--- src/rtl/eight_one_mux.sv ---
// Registered 8-to-1 word mux for the ALU result bus.
// sel picks a[sel]; out updates one clk later.
module eight_one_mux #(
  parameter int WIDTH = 8
) (
  input  logic               clk,
  input  logic               rst,
  input  logic [2:0]         sel,
  input  logic [8*WIDTH-1:0] a,
  output logic [WIDTH-1:0]   out
);

  logic [WIDTH-1:0] w_word;
  logic [WIDTH-1:0] r_out;

  // decode sel to one of the eight packed words
  always_comb begin
    w_word = '0;
    unique case (sel)
      3'd0: w_word = a[0*WIDTH +: WIDTH];
      3'd1: w_word = a[1*WIDTH +: WIDTH];
      3'd2: w_word = a[2*WIDTH +: WIDTH];
      3'd3: w_word = a[3*WIDTH +: WIDTH];
      3'd4: w_word = a[4*WIDTH +: WIDTH];
      3'd5: w_word = a[5*WIDTH +: WIDTH];
      3'd6: w_word = a[6*WIDTH +: WIDTH];
      3'd7: w_word = a[7*WIDTH +: WIDTH];
    endcase
  end

  // register the selected word; reset wins
  always_ff @(posedge clk) begin
    if (rst) begin
      r_out <= '0;
    end else begin
      r_out <= w_word;
    end
  end

  assign out = r_out;

endmodule

--- config.mk ---
export PLATFORM = sky130hd
export DESIGN_NAME = eight_one_mux
export DESIGN_NICKNAME = d
export VERILOG_FILES = /design/src/rtl/eight_one_mux.sv
export SDC_FILE = /design/constraint.sdc
export NUM_CORES = 1
export LEC_CHECK = 0
export CAP_MARGIN = 20
export CORE_ASPECT_RATIO = 1.5
export CORE_MARGIN = 8
export CORE_UTILIZATION = 31
export DETAILED_ROUTE_END_ITERATION = 6
export PLACE_DENSITY = 0.95
export SLEW_MARGIN = 20
export SYNTH_ARGS = -nofsm -noshare
export SYNTH_HDL_FRONTEND = slang
export SYNTH_SLANG_ARGS = --single-unit
--- constraint.sdc ---
create_clock -name clk -period 2.15 [get_ports clk]
set_input_delay 0.43 -clock clk [delete_from_list [all_inputs] [get_ports clk]]
set_output_delay 0.43 -clock clk [all_outputs]
set_load 0.01 [all_outputs]
==> summary.md, run 1 <==
| Metric | Value |
|---|---|
| # diodes | 0 |
| Static Leak | 0.618 nW |
| CTS tree | yes |
| Routed WL per cell | 17.5 um |
| Top Metal Used | met4 |
| H-tree depth | 1 |
| RSZ-0062 raised after global routing | false |
| IO Count | 77 |
| Compound-cell area share of the yosys netlist | 0.265 |
| Clk root buf | clkbuf_4 |
| Met2 WL post-DR | 1790 um |
| Clock-pin slew of the registers on the worst-case setup and hold paths | 50 ps |
| Critical Path RT | 2290 ps |
| Initial DRT Pass Iterations | 4 |
| Crit-path leading delay family | buffers and inverters |
| Critical path's largest stage delay | 480 ps |
| CP startpoint kind | input pin |
| Setup tns final | 0 ps |
| Layout cell share with drive strength beyond 1 | 0.0637 |
| Buf/Inv on CP | 2 |
| Slew @ Worst Pin | 323 ps |
| Power Dens Cells | 348 mW/mm2 |
| Overall Global Routing Usage | 0.139 |
| Final setup violation count | 0 |
| Hold buffer count at cts | 0 |
| Synth Area per Inst | 9.55 um2 |
| Core footprint | 0.00242 mm2 |
| Post-Layout Cell Count | 181 |
| Antenna Nets Post-Route | 0 |
| Yosys reg bits | 8 |
| Met3 wire length | 236 um |
| Synthesized Nets | 150 |
| Resize count post-CTS | 0 |
| Final Hold Fails | 0 |
| Library cells used by synthesis | 24 |
| Num CTS Buffers | 3 |
| # fillers | 211 |
| Slew Limit Fails | 0 |
| Starting Density | 0.319 |
| Status | completed |
| Power consumption | 0.543 mW |
| Initial antenna violation count | 0 |
| Die width | 56.8 um |
| Min Tclk post-route | 1710 ps |
| Worst path cell trace | clkdlybuf4s50_1 -> buf_12 -> or3_1 -> o221a_1 |
| Sequential fraction of the synthesis area | 0.207 |
| Post-Synth XOR/XNOR Area | 0 |
| Layout Nets | 228 |
| Vias in the first global route | 1117 |
| Tightest Hold Check Type | input pin to register |
| DRC viols | 0 |
| Total gr overflow | 0 |
| Crit path max fanout | 20 |
| Clk buf depth | 2 |
| DR iter-0 viols | 26 |
| Critical Path AT | 1850 ps |
| Max_slew headroom | 0.784 |
| Layout Area Growth over Synthesis | 102% |
| Synthesis Warnings | 0 |
| Mapped Cells | 81 |
| Max reg flops | 8 |
| WL final | 3170 um |
| Placed cells | 178 |
| Pin count of the biggest net entering global routing | 21 |
| Post-CTS Setup Bufs | 0 |
| Max VDD drop | 0.147 mV |
| Adder-Cell Fraction of Synth Area | 0 |
| Die Area | 0.00438 mm2 |
| Worst slack, placed | 179 ps |
| Gpl congestion | 0.789 |
| CP Class | input pin to register |
| Synthesized area | 773 um2 |
| DIE HEIGHT | 77.2 um |
| Setup crit end kind | register |
| Final WS setup | 438 ps |
| First-pass GRT wire length | 5130 um |
| Max Cap Viol | 0 |
| Multiplexer share of the synthesized area | 0.299 |
| Final Cycle Share | 0.797 |
| Slowest stage cell, crit path | or3_1 |
| # rows | 22 |
| Max frequency | 584 MHz |
| DP HPWL | 2850 um |
| # port buffers | 76 |
| Total number of vias | 973 |
| Wl on met1 | 1100 um |
| Clock sinks | 8 |
| Synth Area in Simple Gates | 0.118 |
| Vias per inst | 5.38 |
| Largest family of logic cells by synthesized area | multiplexers |
==> cell usage after synthesis <==
library cell	n	area, um2
a211oi_1	7	52.6
inv_2	1	3.75
inv_1	1	3.75
mux2_2	1	11.3
a22oi_1	1	7.51
a211o_1	1	8.76
o22ai_1	7	43.8
clkbuf_1	1	3.75
nand2_1	1	3.75
buf_4	1	7.51
nand2b_1	2	12.5
nor2_1	3	11.3
dfxtp_1	8	160
a21oi_1	1	5.00
clkbuf_4	1	7.51
nand3_1	1	5.00
buf_6	3	33.8
o221a_1	7	78.8
buf_2	1	5.00
or3_1	1	6.26
a311oi_1	1	8.76
nor3b_1	7	52.6
buf_12	1	20.0
mux2i_1	22	220
==> cell usage in the layout (no fill, tap or decap), drive strengths merged <==
master         count
nand2              1
o221a              7
a311oi             1
nand2b             2
a22oi              1
clkbuf             3
mux2               1
nor2               3
nor3b              7
a211o              1
dfxtp              8
buf                5
a21oi              1
clkdlybuf4s50     76
or3                1
mux2i             22
nand3              1
a211oi             7
o22ai              7
inv                2
==> final timing paths <==
path	startpoint	endpoint	slack [ps]	cells after the start
setup / recovery	sel[1]	out[4]$_SDFF_PP0_	440	4
hold / removal	rst	out[5]$_SDFF_PP0_	790	2
==> per-layer routing <==
layer,GRT usage,vias up
li1,-,476
met2,0.265,45
met3,0.0478,4
met5,0,-
met4,0.0307,0
met1,0.137,448
==> stage by stage <==
stage | util | instance area [um2] | hold slack [ps]
final | 0.644 | 1560 | 788
after global routing | 0.644 | 1560 | 781
after global placement | 0.634 | 1540 | 1010
after floorplan | - | 773 | 502
after detailed placement | 0.634 | 1540 | 1050
after CTS | 0.644 | 1560 | 783
==> cell type report <==
class / instances / area, um2 / area share
multi-input combinational: 63 / 528 / 0.339
sequential: 8 / 160 / 0.103
timing repair buffer: 81 / 811 / 0.520
inverter: 2 / 7.51 / 0.00482
clock buffer: 3 / 22.5 / 0.0144
tap: 24 / 30.0 / 0.0193
==> power breakdown <==
part	total (mW)	switching, mW	internal [mW]
registers	0.164	0.00301	0.161
clock network	0.112	0.0482	0.0637
logic	0.267	0.0848	0.182
total	0.543	0.136	0.407
==> kinds of logic (layout without fill, tap and decap cells) <==
logic type | count (synthesis) | count (layout)
flip-flops | 8 | 8
buffers and inverters | 10 | 86
AND/OR/NAND/NOR | 15 | 15
multiplexers | 23 | 23
AO/OA/AOI/OAI | 25 | 25
No activity file was read; power rests on OpenSTA's default activity.
==> run 2, diff against run 1 <==
--- a/config.mk
+++ b/config.mk
@@ -8,9 +8,9 @@
 export CAP_MARGIN = 20
 export CORE_ASPECT_RATIO = 1.5
 export CORE_MARGIN = 8
-export CORE_UTILIZATION = 31
+export CORE_UTILIZATION = 29
 export DETAILED_ROUTE_END_ITERATION = 6
-export PLACE_DENSITY = 0.95
+export PLACE_DENSITY = 0.91
 export SLEW_MARGIN = 20
 export SYNTH_ARGS = -nofsm -noshare
 export SYNTH_HDL_FRONTEND = slang
==> constraint.sdc (replaced) <==
create_clock -name clk -period 1.6 [get_ports clk]
set_input_delay 0.32 -clock clk [delete_from_list [all_inputs] [get_ports clk]]
set_output_delay 0.32 -clock clk [all_outputs]
set_load 0.01 [all_outputs]
==> run 2 against run 1 <==
Count of clock-buffer cells in the layout unchanged. Highest routed layer unchanged. Total power increased by 55%. Via count is the same. Hold slack got worse by 130 ps. Critical path depth rose by 1.
==> summary.md, run 2 (synthesis results as in run 1) <==
| Metric | Value |
|---|---|
| Die Area | 0.00461 mm2 |
| Setup tns final | 0 ps |
| Antenna Nets Post-Route | 0 |
| Most common cell after layout, fill and taps aside | clkdlybuf4s50_1 |
| H-tree depth | 1 |
| Final Hold Fails | 0 |
| DRC viols | 0 |
| Layout cell share with drive strength beyond 1 | 0.117 |
| Static Leak | 0.673 nW |
| Final setup violation count | 0 |
| Initial antenna violation count | 0 |
| Gpl congestion | 0.794 |
| Pin count of the biggest net entering global routing | 15 |
| RSZ-0062 raised after global routing | false |
| Num CTS Buffers | 3 |
| Seq pwr share | 0.264 |
| Die width | 58.2 um |
| Combinational power share | 0.448 |
| Slew Limit Fails | 0 |
| Total number of vias | 973 |
| CTS tree | yes |
| Max Cap Viol | 0 |
| Hold WS | 657 ps |
| Critical path's largest stage delay | 550 ps |
| # diodes | 0 |
| Crit-path leading delay family | buffers and inverters |
| Buf/Inv on CP | 2 |
| Max_slew headroom | 0.812 |
| DIE HEIGHT | 79.2 um |
| Layout Nets | 233 |
| Clk buf depth | 2 |
| Int Pwr | 0.637 mW |
| # fillers | 215 |
| Vias per inst | 4.89 |
| DP HPWL | 2770 um |
| Core footprint | 0.00262 mm2 |
| Power Dens Cells | 505 mW/mm2 |
| Tightest Hold Check Type | input pin to register |
| Total gr overflow | 0 |
| # rows | 23 |
| Routed WL per cell | 16.5 um |
| Sw frac | 0.241 |
| CP Class | input pin to register |
| Vias in the first global route | 1020 |
| P_sw | 0.203 mW |
| Overall Global Routing Usage | 0.135 |
| Crit path max fanout | 14 |
| CP startpoint kind | input pin |
| Max frequency | 669 MHz |
| IO Count | 77 |
| Clk root buf | clkbuf_8 |
| Worst path cell trace | clkdlybuf4s50_1 -> buf_4 -> nor3b_1 -> a211oi_1 -> o221a_1 |
| Max reg flops | 8 |
| Starting Density | 0.295 |
| Clock-pin slew of the registers on the worst-case setup and hold paths | 40 ps |
| Critical Path AT | 1670 ps |
| Clk pwr share | 0.288 |
| Hold buffer count at cts | 0 |
| WL final | 3290 um |
| Final Cycle Share | 0.935 |
| DR iter-0 viols | 26 |
| # port buffers | 76 |
| Min Tclk post-route | 1500 ps |
| Setup crit end kind | register |
| Slowest stage cell, crit path | clkdlybuf4s50_1 |
| Status | completed |
| Slew @ Worst Pin | 280 ps |
| Critical Path RT | 1770 ps |
| Max VDD drop | 0.269 mV |
| Most frequent cells in the layout | clkdlybuf4s50_1, mux2i_1, dfxtp_1 |
| Initial DRT Pass Iterations | 4 |
| Layout Area Growth over Synthesis | 115% |
| First-pass GRT wire length | 4890 um |
| Clock sinks | 8 |
run 2: path summary, 6_finish.rpt:
check  startpoint           endpoint  slack [ps]  cells after the start
max        sel[2]  out[1]$_SDFF_PP0_         100                      5
min           rst  out[5]$_SDFF_PP0_         660                      2
run 2: layout make-up:
cell class | instances | area, um2 | area share
Clock buffer | 3 | 41.3 | 0.0248
Inverter | 2 | 7.51 | 0.00451
Multi-Input combinational cell | 63 | 547 | 0.329
Sequential cell | 8 | 160 | 0.0962
Tap cell | 37 | 46.3 | 0.0278
Timing Repair Buffer | 86 | 862 | 0.518
run 2: power groups by stage:
stage          clock (mW)  combinational [mW]  sequential, mW
3_5_place_dp            0               0.364           0.225
2_1_floorplan           0               0.128           0.234
3_3_place_gp            0               0.357           0.225
4_1_cts             0.239               0.366           0.222
6_report            0.242               0.376           0.222
5_1_grt             0.248               0.403           0.223
run 2: per-layer routing:
metal,vias up,global-route usage,wire [um]
li1,488,-,-
met1,426,0.128,1140
met2,51,0.251,1790
met3,8,0.0517,280
met4,0,0.0517,83
met5,-,0,0
run 2: timing repair:
action	4_1_cts	5_1_grt
setup buffers	0	0
hold endpoints to repair	0	0
gates resized for setup	0	9
endpoints found under the setup margin	0	5
run 2: per-stage QoR:
| stage | instance area [um2] | setup WS (ps) | power [mW] | util | std cells |
|---|---|---|---|---|---|
| finish | 1660 | 105 | 0.840 | 0.635 | 199 |
| global route | 1660 | 21.0 | 0.875 | 0.635 | 199 |
| CTS | 1620 | 35.6 | 0.828 | 0.620 | 198 |
| detailed placement | 1580 | -186 | 0.589 | 0.604 | 195 |
| global placement | 1580 | -164 | 0.581 | 0.604 | 195 |
| floorplan | 773 | 322 | 0.363 | - | 81 |
==> run 3, diff against run 2 <==
==> constraint.sdc (replaced) <==
create_clock -name clk -period 1.6 [get_ports clk]
set_input_delay 0.24 -clock clk [delete_from_list [all_inputs] [get_ports clk]]
set_output_delay 0.24 -clock clk [all_outputs]
set_load 0.01 [all_outputs]
==> run 3 against run 2 <==
Total power is 2.0% lower. Die area stayed put. Count of clock-buffer cells in the layout stayed put. Hold slack worse by 79 ps. Design area is 2.4% lower. Setup slack better by 16 ps. Clock power hardly changed. Critical path depth is 1 lower. Non-clock buffer count is 1 lower. Flip-flop and latch count stayed put. Global-route usage stayed put. Via count is 3.4% lower. Critical path type unchanged.
==> summary.md, run 3 (synthesis results as in run 1) <==
| Metric | Value |
|---|---|
| Status | completed |
| Power Dens Cells | 507 mW/mm2 |
| Total number of vias | 940 |
| Crit-path leading delay family | buffers and inverters |
| Max Cap Viol | 0 |
| Hold buffer count at cts | 0 |
| Hold WS | 578 ps |
| Gpl congestion | 0.794 |
| Clk buf depth | 2 |
| Post-CTS Setup Bufs | 0 |
| WL final | 3080 um |
| Max reg flops | 8 |
| Slew Limit Fails | 0 |
| CP startpoint kind | input pin |
| Starting Density | 0.295 |
| Clock-pin slew of the registers on the worst-case setup and hold paths | 40 ps |
| IO Count | 77 |
| CP Class | input pin to register |
| Final Util | 0.620 |
| Placed inst area | 0.00158 mm2 |
| DP HPWL | 2770 um |
| Most frequent cells in the layout | clkdlybuf4s50_1, mux2i_1, dfxtp_1, buf_4 |
| Min Tclk post-route | 1480 ps |
| Crit path max fanout | 9 |
| DIE HEIGHT | 79.2 um |
| Layout cell share with drive strength beyond 1 | 0.0870 |
| Die Area | 0.00461 mm2 |
| Initial antenna violation count | 0 |
| Clock sinks | 8 |
| Critical path's largest stage delay | 470 ps |
| Slew @ Worst Pin | 279 ps |
| Setup tns final | 0 ps |
| Met2 WL post-DR | 1670 um |
| DRC viols | 0 |
| RSZ-0062 raised after global routing | false |
| Worst slack, placed | -106 ps |
| Total gr overflow | 0 |
| Vias per inst | 4.75 |
| Max VDD drop | 0.266 mV |
| Top Metal Used | met4 |
| Clk root buf | clkbuf_8 |
| Routed WL per cell | 15.5 um |
| Setup crit end kind | register |
| Critical Path AT | 1590 ps |
| Most common cell after layout, fill and taps aside | clkdlybuf4s50_1 |
| Buf/Inv on CP | 2 |
| Power consumption | 0.823 mW |
| CTS tree | yes |
| DR iter-0 viols | 17 |
| Max_slew headroom | 0.813 |
| Max frequency | 676 MHz |
| # rows | 23 |
| First-pass GRT wire length | 4890 um |
| Overall Global Routing Usage | 0.135 |
| Wl on met1 | 1060 um |
| Die width | 58.2 um |
| Initial DRT Pass Iterations | 4 |
| # port buffers | 76 |
| Final Hold Fails | 0 |
| Met3 wire length | 285 um |
| Final setup violation count | 0 |
| Placed cells | 195 |
| Antenna Nets Post-Route | 0 |
| Tightest Hold Check Type | input pin to register |
| Pin count of the biggest net entering global routing | 15 |
| Core footprint | 0.00262 mm2 |
| Resize count post-CTS | 0 |
| Static Leak | 0.645 nW |
| Vias in the first global route | 1020 |
| Slowest stage cell, crit path | or3_1 |
| # diodes | 0 |
| Post-Layout Cell Count | 198 |
| Worst path cell trace | clkdlybuf4s50_1 -> buf_4 -> or3_1 -> o221a_1 |
| Critical Path RT | 1710 ps |
| Final Cell Area | 0.00162 mm2 |
| Final WS setup | 120 ps |
| Layout Area Growth over Synthesis | 110% |
| Num CTS Buffers | 3 |
| Final Cycle Share | 0.925 |
| H-tree depth | 1 |
| Layout Nets | 232 |
[run 3: routing by layer]
layer / track usage / vias up
met5: 0 / -
met4: 0.0517 / 0
met3: 0.0517 / 6
met2: 0.251 / 51
met1: 0.128 / 399
li1: - / 484
[run 3: final timing paths]
kind | slack [ps] | to | start | cells after the start
setup / recovery | 120 | out[2]$_SDFF_PP0_ | sel[1] | 4
hold / removal | 580 | out[5]$_SDFF_PP0_ | rst | 2
[run 3: layout make-up]
type / instances / area (um2)
Fill cell: 215 / 995
Timing Repair Buffer: 85 / 841
Tap cell: 37 / 46.3
Multi-Input combinational cell: 63 / 528
Inverter: 2 / 7.51
Sequential cell: 8 / 160
Clock buffer: 3 / 41.3
[run 3: power by group]
| group | switching (mW) | total, mW | internal [mW] |
|---|---|---|---|
| clock network | 0.0766 | 0.239 | 0.163 |
| registers | 0.00407 | 0.222 | 0.218 |
| logic | 0.112 | 0.362 | 0.250 |
| total | 0.193 | 0.823 | 0.631 |
